## src/rtl/pe_pkg.sv

```systemverilog
// Shared widths and FSM encoding for the global-buffer stream feeder.
package pe_pkg;

  localparam int unsigned PE_DATA_WIDTH = 16;
  localparam int unsigned PE_ADDR_WIDTH = 8;
  localparam int unsigned PE_PARA_WIDTH = 8;

  typedef enum logic [1:0] {
    ST_IDLE   = 2'd0,
    ST_START  = 2'd1,
    ST_STREAM = 2'd2,
    ST_DONE   = 2'd3
  } feeder_state_e;

endpackage

```

## src/rtl/feeder_skid_buf.sv

```systemverilog
// Two-entry FIFO-ordered skid buffer between the RAM read port and the PE input.
module feeder_skid_buf
  import pe_pkg::*;
#(
  parameter int unsigned DATA_WIDTH = PE_DATA_WIDTH
) (
  input  logic                  clk,
  input  logic                  rst,
  input  logic                  push,
  input  logic [DATA_WIDTH-1:0] push_data,
  input  logic                  pop,
  output logic [DATA_WIDTH-1:0] head,
  output logic                  full,
  output logic                  empty
);

  logic [DATA_WIDTH-1:0] mem [2];
  logic                  wr_ptr;
  logic                  rd_ptr;
  logic [1:0]            count;

  always_ff @(posedge clk) begin
    if (rst) begin
      mem[0] <= '0;
      mem[1] <= '0;
      wr_ptr <= 1'b0;
      rd_ptr <= 1'b0;
      count  <= '0;
    end else begin
      // Push into a full buffer is only legal together with a pop, so the
      // slot being overwritten is the head that leaves this cycle.
      if (push) begin
        mem[wr_ptr] <= push_data;
        wr_ptr      <= ~wr_ptr;
      end
      if (pop) begin
        rd_ptr <= ~rd_ptr;
      end
      case ({push, pop})
        2'b10:   count <= count + 2'd1;
        2'b01:   count <= count - 2'd1;
        default: count <= count;
      endcase
    end
  end

  assign empty = (count == 2'd0);
  assign full  = (count == 2'd2);

  always_comb begin
    head = '0;
    if (!empty) begin
      head = mem[rd_ptr];
    end
  end

endmodule

```

## src/rtl/glb_stream_feeder.sv

```systemverilog
// Streams cmd_len words from the global buffer RAM into a PE input FIFO.
// Optional FEEDER_CHECKSUM_EN adds a running sum of transferred words.
module glb_stream_feeder
  import pe_pkg::*;
#(
  parameter int unsigned DATA_WIDTH = PE_DATA_WIDTH,
  parameter int unsigned ADDR_WIDTH = PE_ADDR_WIDTH,
  parameter int unsigned PARA_WIDTH = PE_PARA_WIDTH
) (
  input  logic                  clk,
  input  logic                  rst,
  input  logic                  cmd_start,
  input  logic [ADDR_WIDTH-1:0] cmd_base_addr,
  input  logic [PARA_WIDTH-1:0] cmd_len,
  output logic                  cmd_busy,
  output logic                  cmd_done,
  output logic                  ram_rd_en,
  output logic [ADDR_WIDTH-1:0] ram_rd_addr,
  input  logic [DATA_WIDTH-1:0] ram_rd_data,
  output logic                  start_load,
  input  logic                  pe_fifo_full,
  output logic [DATA_WIDTH-1:0] data_out,
`ifdef FEEDER_CHECKSUM_EN
  output logic                  data_out_en,
  output logic [DATA_WIDTH+PARA_WIDTH-1:0] checksum
`else
  output logic                  data_out_en
`endif
);

  feeder_state_e         state_q, state_d;
  logic [ADDR_WIDTH-1:0] addr_q;
  logic [PARA_WIDTH-1:0] len_q;
  logic [PARA_WIDTH-1:0] issued_q;
  logic [PARA_WIDTH-1:0] xfer_q;
  logic                  inflight_q;

  logic                  buf_full, buf_empty;
  logic [DATA_WIDTH-1:0] buf_head;
  logic [1:0]            occ;
  logic                  pop, rd_en, can_issue, accept, last_xfer;

  assign accept    = (state_q == ST_IDLE) && cmd_start;
  assign pop       = !buf_empty && !pe_fifo_full;
  assign occ       = buf_full ? 2'd2 : {1'b0, !buf_empty};
  assign last_xfer = (xfer_q == len_q - PARA_WIDTH'(1));
  // occupancy + inflight - pop < 2, rearranged to avoid unsigned underflow
  assign can_issue = (issued_q < len_q) &&
                     (({1'b0, occ} + {2'b00, inflight_q}) < (3'd2 + {2'b00, pop}));

  always_comb begin
    state_d    = state_q;
    rd_en      = 1'b0;
    start_load = 1'b0;
    cmd_done   = 1'b0;
    case (state_q)
      ST_IDLE: begin
        if (cmd_start) begin
          state_d = (cmd_len == '0) ? ST_DONE : ST_START;
        end
      end
      ST_START: begin
        start_load = 1'b1;
        rd_en      = can_issue;
        state_d    = ST_STREAM;
      end
      ST_STREAM: begin
        rd_en = can_issue;
        if (pop && last_xfer) begin
          state_d = ST_DONE;
        end
      end
      ST_DONE: begin
        cmd_done = 1'b1;
        state_d  = ST_IDLE;
      end
      default: state_d = ST_IDLE;
    endcase
  end

  always_ff @(posedge clk) begin
    if (rst) begin
      state_q    <= ST_IDLE;
      addr_q     <= '0;
      len_q      <= '0;
      issued_q   <= '0;
      xfer_q     <= '0;
      inflight_q <= 1'b0;
    end else begin
      state_q    <= state_d;
      inflight_q <= rd_en;
      if (accept) begin
        addr_q   <= cmd_base_addr;
        len_q    <= cmd_len;
        issued_q <= '0;
        xfer_q   <= '0;
      end else begin
        if (rd_en) begin
          addr_q   <= addr_q + ADDR_WIDTH'(1);
          issued_q <= issued_q + PARA_WIDTH'(1);
        end
        if (pop) begin
          xfer_q <= xfer_q + PARA_WIDTH'(1);
        end
      end
    end
  end

  feeder_skid_buf #(
    .DATA_WIDTH(DATA_WIDTH)
  ) u_skid_buf (
    .clk      (clk),
    .rst      (rst),
    .push     (inflight_q),
    .push_data(ram_rd_data),
    .pop      (pop),
    .head     (buf_head),
    .full     (buf_full),
    .empty    (buf_empty)
  );

  assign cmd_busy    = (state_q != ST_IDLE);
  assign ram_rd_en   = rd_en;
  assign ram_rd_addr = rd_en ? addr_q : '0;
  assign data_out    = buf_head;
  assign data_out_en = pop;

`ifdef FEEDER_CHECKSUM_EN
  always_ff @(posedge clk) begin
    if (rst || accept) begin
      checksum <= '0;
    end else if (pop) begin
      checksum <= checksum + (DATA_WIDTH + PARA_WIDTH)'(buf_head);
    end
  end
`else
`endif

endmodule

```

## config.mk

```make
export PLATFORM = sky130hd
export DESIGN_NAME = glb_stream_feeder
export DESIGN_NICKNAME = d
export VERILOG_FILES = /design/src/rtl/pe_pkg.sv /design/src/rtl/feeder_skid_buf.sv /design/src/rtl/glb_stream_feeder.sv
export SDC_FILE = /design/constraint.sdc
export NUM_CORES = 1
export LEC_CHECK = 0
export CAP_MARGIN = 15
export CORE_MARGIN = 2
export CORE_UTILIZATION = 35
export DETAILED_ROUTE_END_ITERATION = 7
export PLACE_DENSITY = 0.56
export SLEW_MARGIN = 25
export SYNTH_ARGS = -nofsm -noshare
export SYNTH_HDL_FRONTEND = slang
export SYNTH_SLANG_ARGS = --single-unit
```

## constraint.sdc

```tcl
create_clock -name clk -period 2.25 [get_ports clk]
set_input_delay 0.45 -clock clk [delete_from_list [all_inputs] [get_ports clk]]
set_output_delay 0.45 -clock clk [all_outputs]
set_load 0.05 [all_outputs]
```

### Word-level counts from Yosys, hierarchy flattened

Memories as Yosys holds them, arrays and structs flattened. A register that Yosys moved wholly into a read port is not among the register bits.
Cells that the tools add are included.

| storage, ports and cells | value |
|---|---|
| flip-flop bits (word level) | 39 |
| memory bits (writable) | 32 |
| input bits | 36 |
| logic and storage cells | 70 |
| memories | 1 |

Memory list:

| name | words | bits a word | read ports | clocked after Yosys merged registers in | wr ports | RTL line | text |
|---|---|---|---|---|---|---|---|
| u_skid_buf.mem | 2 | 16 | 1 | 1 | 2 | feeder_skid_buf.sv:17 | `logic [DATA_WIDTH-1:0] mem [2];` |

| cells by class | value |
|---|---|
| add/subtract/negate cells | 8 |
| $lt $le $gt $ge | 2 |
| equality and inequality tests | 9 |
| multiplexer cells | 23 |
| bitwise operators | 2 |
| reductions and logical operators | 16 |

Operators by type and width:

| cell | count |
|---|---|
| 16-bit 2-to-1 mux | 2 |
| 8-bit by 1-bit adder with 8-bit output (second input constant) | 3 |
| 8-bit 2-to-1 mux | 3 |
| 16-bit OR reduction | 1 |
| 1-bit 2-to-1 mux | 12 |
| 2-bit equality test (second input constant) | 4 |
| 8-bit equality test | 1 |
| 8-bit logical NOT | 1 |
| 8-bit < comparator | 1 |
| 2-bit 2-to-1 mux | 4 |
| 2-bit one-hot mux with 4 select lines | 1 |
| 8-bit by 1-bit subtractor with 8-bit output (second input constant) | 1 |
| 2-bit nonzero test | 3 |
| 2-bit by 1-bit equality test with 1-bit output (second input constant) | 2 |
| 1-bit logical AND | 4 |
| 2-bit logical NOT | 2 |
| 2-bit != test (second input constant) | 2 |
| 2-bit one-hot mux with 2 select lines | 1 |
| 2-bit OR reduction | 2 |
| 2-bit by 1-bit adder with 3-bit output | 1 |
| 2-bit by 1-bit adder with 3-bit output (first input constant) | 1 |
| 3-bit < comparator | 1 |
| 2-bit by 1-bit adder with 2-bit output (second input constant) | 1 |
| 1-bit logical NOT | 2 |
| 3 further kinds | 4 |

### Logic depth before layout (Yosys ltp)

| logic depth | value |
|---|---|
| depth after elaboration | 9 |
| depth in mapped cells | 10 |
| depth with buffers taken out | 9 |

### Hierarchy

From an unflattened synthesis, not the netlist that was laid out.

| unflattened totals | value |
|---|---|
| cell total of the unflattened synthesis | 403 |
| area total of the unflattened synthesis | 3857.4 µm² |

Modules (own cells, without submodules):

| module | instances | cells each | area each (µm²) |
|---|---|---|---|
| glb_stream_feeder | 1 | 259 | 2205.9 |
| feeder_skid_buf | 1 | 144 | 1651.6 |

### Least setup slack after synthesis

Ideal clock, no wire load.

| path | value |
|---|---|
| kind | register -> output |
| start point | register len_q[5] |
| end point | output ram_rd_addr[0] |
| arrival | 2.437 ns |
| required time | 1.800 ns |
| setup slack | -0.637 ns |
| cell stages (with the launch flop) | 10 |
| path through | dfxtp_1 inv_1 ha_1 a21o_1 a21oi_1 o221ai_1 a21o_1 inv_1 buf_2 and2_1 |

| between the ends | value |
|---|---|
| word-level cells in the longest chain between the ends | 4 |

Ends and longest elaborated chain:

| item | RTL line | text |
|---|---|---|
| start, declared | glb_stream_feeder.sv:33 | `logic [PARA_WIDTH-1:0] len_q;` |
| start signal, assigned | glb_stream_feeder.sv:94 | `len_q <= cmd_len;` |
| 8-bit < comparator | glb_stream_feeder.sv:48 | `assign can_issue = (issued_q < len_q) &&` |
| 1-bit logical AND | glb_stream_feeder.sv:48 |  |
| 1-bit 2-to-1 mux | glb_stream_feeder.sv:56 | `case (state_q)` |
| net ram_rd_en | glb_stream_feeder.sv:17 | `output logic ram_rd_en,` |
| 8-bit 2-to-1 mux | glb_stream_feeder.sv:124 | `assign ram_rd_addr = rd_en ? addr_q : '0;` |
| end, declared | glb_stream_feeder.sv:18 | `output logic [ADDR_WIDTH-1:0] ram_rd_addr,` |

The timed path passes the listed nets, and every way through them passes these cells.

### Worst setup path in the final report

| path | value |
|---|---|
| start point | register state_q[0] |
| end point | output ram_rd_addr[4] |

| between the ends | value |
|---|---|
| word-level cells in the longest chain between the ends | 4 |

Ends and longest elaborated chain:

| item | RTL line | text |
|---|---|---|
| start, declared | glb_stream_feeder.sv:31 | `feeder_state_e state_q, state_d;` |
| start signal, assigned | glb_stream_feeder.sv:90 | `state_q <= state_d;` |
| 2-bit equality test / 2-bit by 1-bit equality test with 1-bit output (equally long branches) | glb_stream_feeder.sv:56 |  |
| 2-bit OR reduction (no source line) * | n/a |  |
| 1-bit 2-to-1 mux * | glb_stream_feeder.sv:56 |  |
| 8-bit 2-to-1 mux * | glb_stream_feeder.sv:124 |  |

Every way passes the cells marked *; elsewhere a longest branch is shown, timed or not.

==> results.txt <==
At the placement stage, the worst setup path has a slack of -0.179 ns. The share of flip-flops with an asynchronous set or reset after synthesis is 0. The first routing iteration left 92 violations.

Registers take 0.00177 mm2. The mean post-synth cell area came out at 9.64 um2. Along the worst hold path, the cell count comes to 2. Across all layers, the routed design uses 3044 vias.

The I/O pin total came out at 65. The largest family of logic cells by synthesized area is simple AND/OR/NAND/NOR gates. The sequential share of the synthesized area came out at 0.468. The flip-flop and latch count after synthesis came out at 72. By instance count, the cell type seen most on the critical path is sky130_fd_sc_hd__inv_2. The total DRC errors in the routed layout came out at 0. In the final layout, the share of cells above drive strength 1 is 0.280. The top-area cell type share of the netlist area came out at 0.255. The logic depth of the worst setup path including buffers came out at 9.

The final weighted congestion in routability-driven placement is 0.801. The depth of the CTS H-tree came out at 3. The die span in y came out at 108 um. The final non-filler cell total came out at 632.

The least setup slack across all paths after layout came out at -0.296 ns. The insertion delay to the later sink of the worst-skew pair came out at 0.34 ns. The XOR/XNOR share of the synthesized area came out at 0.0699. The number of buffer cells added on primary ports is 64.

CTS saw 72 sinks. The number of endpoints with negative hold slack in the final report came out at 0. The floorplan die width is 108 um.

The clock tree root buffer cell is sky130_fd_sc_hd__clkbuf_8. The cell family contributing the most delay on the critical path is compound AO/OA/AOI/OAI gates. The first-pass iteration count of the detailed router came out at 4. The fraction of the mapped netlist area in simple logic gates came out at 0.207. The number of enable flip-flop cells after synthesis is 32.

Hold is met by 0.523 ns. The final routed wire length divided by cell count is 13.9 um. The adder and majority gate portion of the synthesized area is 0.0599.

After routing the design area is 0.00554 mm2. Power spread over the standard cell area amounts to 1120 mW/mm2. The headroom to the max-slew limit is 0.651. The total number of placement rows is 37.

The checks that failed: negative setup slack. For the worst flop-to-flop path, the logic depth is 10. TritonCTS built the clock tree.

Entering global routing, the biggest net connects 21 pins. The flow ran to the end, but the final reports show violations. After detailed routing, the number of vias per cell comes to 4.82. The slowest cell on the critical path is sky130_fd_sc_hd__dfxtp_2. The cell total after placement is 611.

The clock slew seen by the registers of the worst setup and hold paths came out at 0.07 ns. The number of diodes is 0. After layout, the minimum clock period comes to 2.55 ns. Across every metal layer, demand over resource in global routing totals 0.161. The via count of the first global-routing pass came to 3130. The most common cell in the synthesized netlist is sky130_fd_sc_hd__nor2_1. By area the synthesized netlist is led by sky130_fd_sc_hd__edfxtp_1, sky130_fd_sc_hd__dfxtp_1, sky130_fd_sc_hd__and2_1, sky130_fd_sc_hd__ha_1, sky130_fd_sc_hd__nor2_1. The count of antenna-violating nets left after detailed routing came out at 0. The most used flip-flop cell after synthesis is sky130_fd_sc_hd__dfxtp_1.

The number of fill cells in the layout came out at 958. The clock skew after layout came out at 0.00927 ns. The highest cell delay on the worst timing path is 0.34 ns. The number of instances in the synthesized netlist came out at 390.

For this configuration, the core starts out at a cell density of 0.363. The share of the clock period used by the worst path after layout is 1.13. The final net count came out at 545.

The multiplexer share of the synthesized area is 0.0479. The placed cell area is 0.00513 mm2. Synthesis produced a netlist with a net count of 444. The signal on the critical path passes through inv_2, ha_4, inv_2, a311oi_2, o221ai_2, a21o_4, clkinvlp_4, and2_4, buf_12. STA classifies the critical path startpoint as a flop. IR analysis of the VDD net gives a maximum drop of 0.553 mV. The wire length of the first global-routing pass is 14800 um. The area overhead of the layout relative to synthesis came out at 47.2%. The initial antenna violation count is 0. The number of pins with negative max-slew slack in the final report came out at 0.

The core region is 0.0104 mm2. The setup path with the least slack is of type flop to primary output. The wire-length estimate of the detail-placed layout is 6280 um. The transition time of the tightest slew-check pin is 0.510 ns.

Global routing finished with a remaining overflow of 0. The capturing element type of the critical path is a primary output. The tool flagged a number of max-cap violations equal to 0. Counting along the longest clock path gives a buffer depth of 2.

The number of clock buffers inserted by TritonCTS came out at 9. The post-layout utilization of the core came out at 0.534. The synthesized design spends more area on one cell type than any other, namely sky130_fd_sc_hd__edfxtp_1. Setup violations remaining at the end of the flow were counted as 10. The floorplan die area came out at 0.0116 mm2. Timing would allow up to 393 MHz. In the final layout, the multi-input gates occupy 0.00202 mm2. The commonest cells after synthesis are sky130_fd_sc_hd__nor2_1, sky130_fd_sc_hd__and2_1, sky130_fd_sc_hd__dfxtp_1, sky130_fd_sc_hd__edfxtp_1, sky130_fd_sc_hd__nand2_1.

The combined area of all synthesized cells is 0.00376 mm2. Wires add up to 8800 um. Setup repair after global routing could not meet its margin everywhere. The synthesized-area fraction occupied by ao, oa, aoi and oai cells is 0.108. Along the worst path, the maximum fanout reaches 5.

The cts-stage hold buffer count is 0. After synthesis, the netlist uses 43 different library cells. The count of buffer and inverter cells on the critical path is 4. The static leakage power came out at 2.09 nW. The count of synthesis-stage warnings from yosys is 0. The required time of the critical path is 1.80 ns. The tightest min-delay check is of the flop to flop type.

The worst endpoint data arrival time came out at 2.10 ns.
-- path summary, 6_finish.rpt --
path                  endpoint              start  slack [ns]
max             ram_rd_addr[4]         state_q[0]       -0.30
min          u_skid_buf.rd_ptr  u_skid_buf.rd_ptr        0.52
max reg2reg          addr_q[3]         state_q[0]           0
min reg2reg  u_skid_buf.rd_ptr  u_skid_buf.rd_ptr        0.52
-- timing repair --
action	in CTS	in global routing
pin swaps	7	10
endpoints found under the setup margin	9	21
resized for setup	12	21
gates cloned	1	0
buffers inserted	3	4
-- cells in the final DEF (no fill, tap or decap), drive strengths merged, types with 2 or more instances in the layout --
| master | count |
|---|---|
| buf | 71 |
| nor2 | 52 |
| and2 | 42 |
| dfxtp | 40 |
| clkdlybuf4s50 | 36 |
| edfxtp | 32 |
| nand2 | 29 |
| xnor2 | 19 |
| inv | 19 |
| mux2i | 18 |
| ha | 18 |
| a21oi | 16 |
| xor2 | 11 |
| clkbuf | 9 |
| nand3 | 8 |
| a211oi | 7 |
| o21ai | 7 |
| nand4 | 6 |
| a2111oi | 6 |
| a21o | 5 |
| or3 | 5 |
| nor3 | 4 |
| nor4 | 4 |
| a311oi | 4 |
| nand2b | 3 |
| bufinv | 3 |
| clkinvlp | 3 |
| a31oi | 2 |
| clkinv | 2 |
| a211o | 2 |
-- where the power goes --
group          switching [W]  leakage [nW]  internal (W)
sequential          0.000131         0.661       0.00162
combinational        0.00174          1.32       0.00148
clock               0.000495         0.116      0.000737
total                0.00237          2.09       0.00384
-- area by class of cell --
class	instances	area share
Clock buffer	9	0.0224
Clock inverter	7	0.0217
Inverter	19	0.0138
Multi-Input combinational cell	280	0.364
Sequential cell	72	0.319
Tap cell	136	0.0307
Timing Repair Buffer	108	0.226
Timing Repair inverter	1	0.00136
-- stage by stage --
step	power [W]	TNS [ns]
after CTS	0.00614	-2.45
after global placement	0.00465	-1.11
after global routing	0.00657	-3.61
after detailed placement	0.00469	-1.50
after floorplan	0.00357	-0.285
final	0.00621	-2.47
-- routing by layer --
layer | GRT usage | vias up | routed length (um)
li1 | - | 1559 | -
met4 | 0.0440 | 0 | 88
met5 | 0 | - | 0
met2 | 0.288 | 42 | 4450
met3 | 0.0285 | 5 | 219
met1 | 0.199 | 1438 | 4050
-- state kept, by name, summed over array words and instances, names as in the netlist, named ones only --
name               cells
u_skid_buf.mem        32
addr_q                 8
issued_q               8
len_q                  8
xfer_q                 8
state_q                2
u_skid_buf.count       2
inflight_q             1
u_skid_buf.rd_ptr      1
u_skid_buf.wr_ptr      1
-- worst register-to-register path: stages, from the launching register on --
cell and delay (ns):
sky130_fd_sc_hd__dfxtp_2 0.34, sky130_fd_sc_hd__inv_2 0.05, sky130_fd_sc_hd__ha_4 0.27, sky130_fd_sc_hd__inv_2 0.04
sky130_fd_sc_hd__a311oi_2 0.27, sky130_fd_sc_hd__o221ai_2 0.17, sky130_fd_sc_hd__a21o_4 0.25, sky130_fd_sc_hd__buf_8 0.14
sky130_fd_sc_hd__buf_8 0.12, sky130_fd_sc_hd__or3_4 0.32, sky130_fd_sc_hd__a311oi_2 0.22
-- cell families after synthesis --
| logic type | count (synthesis) |
|---|---|
| and+or+nand+nor | 158 |
| DFF | 72 |
| AOI/OAI and AO/OA | 56 |
| buffers and inverters | 38 |
| xor gates and xnor gates | 30 |
| muxes | 18 |
| adders and majority gates | 18 |
Note: power is estimated with default switching activity, not from simulation.
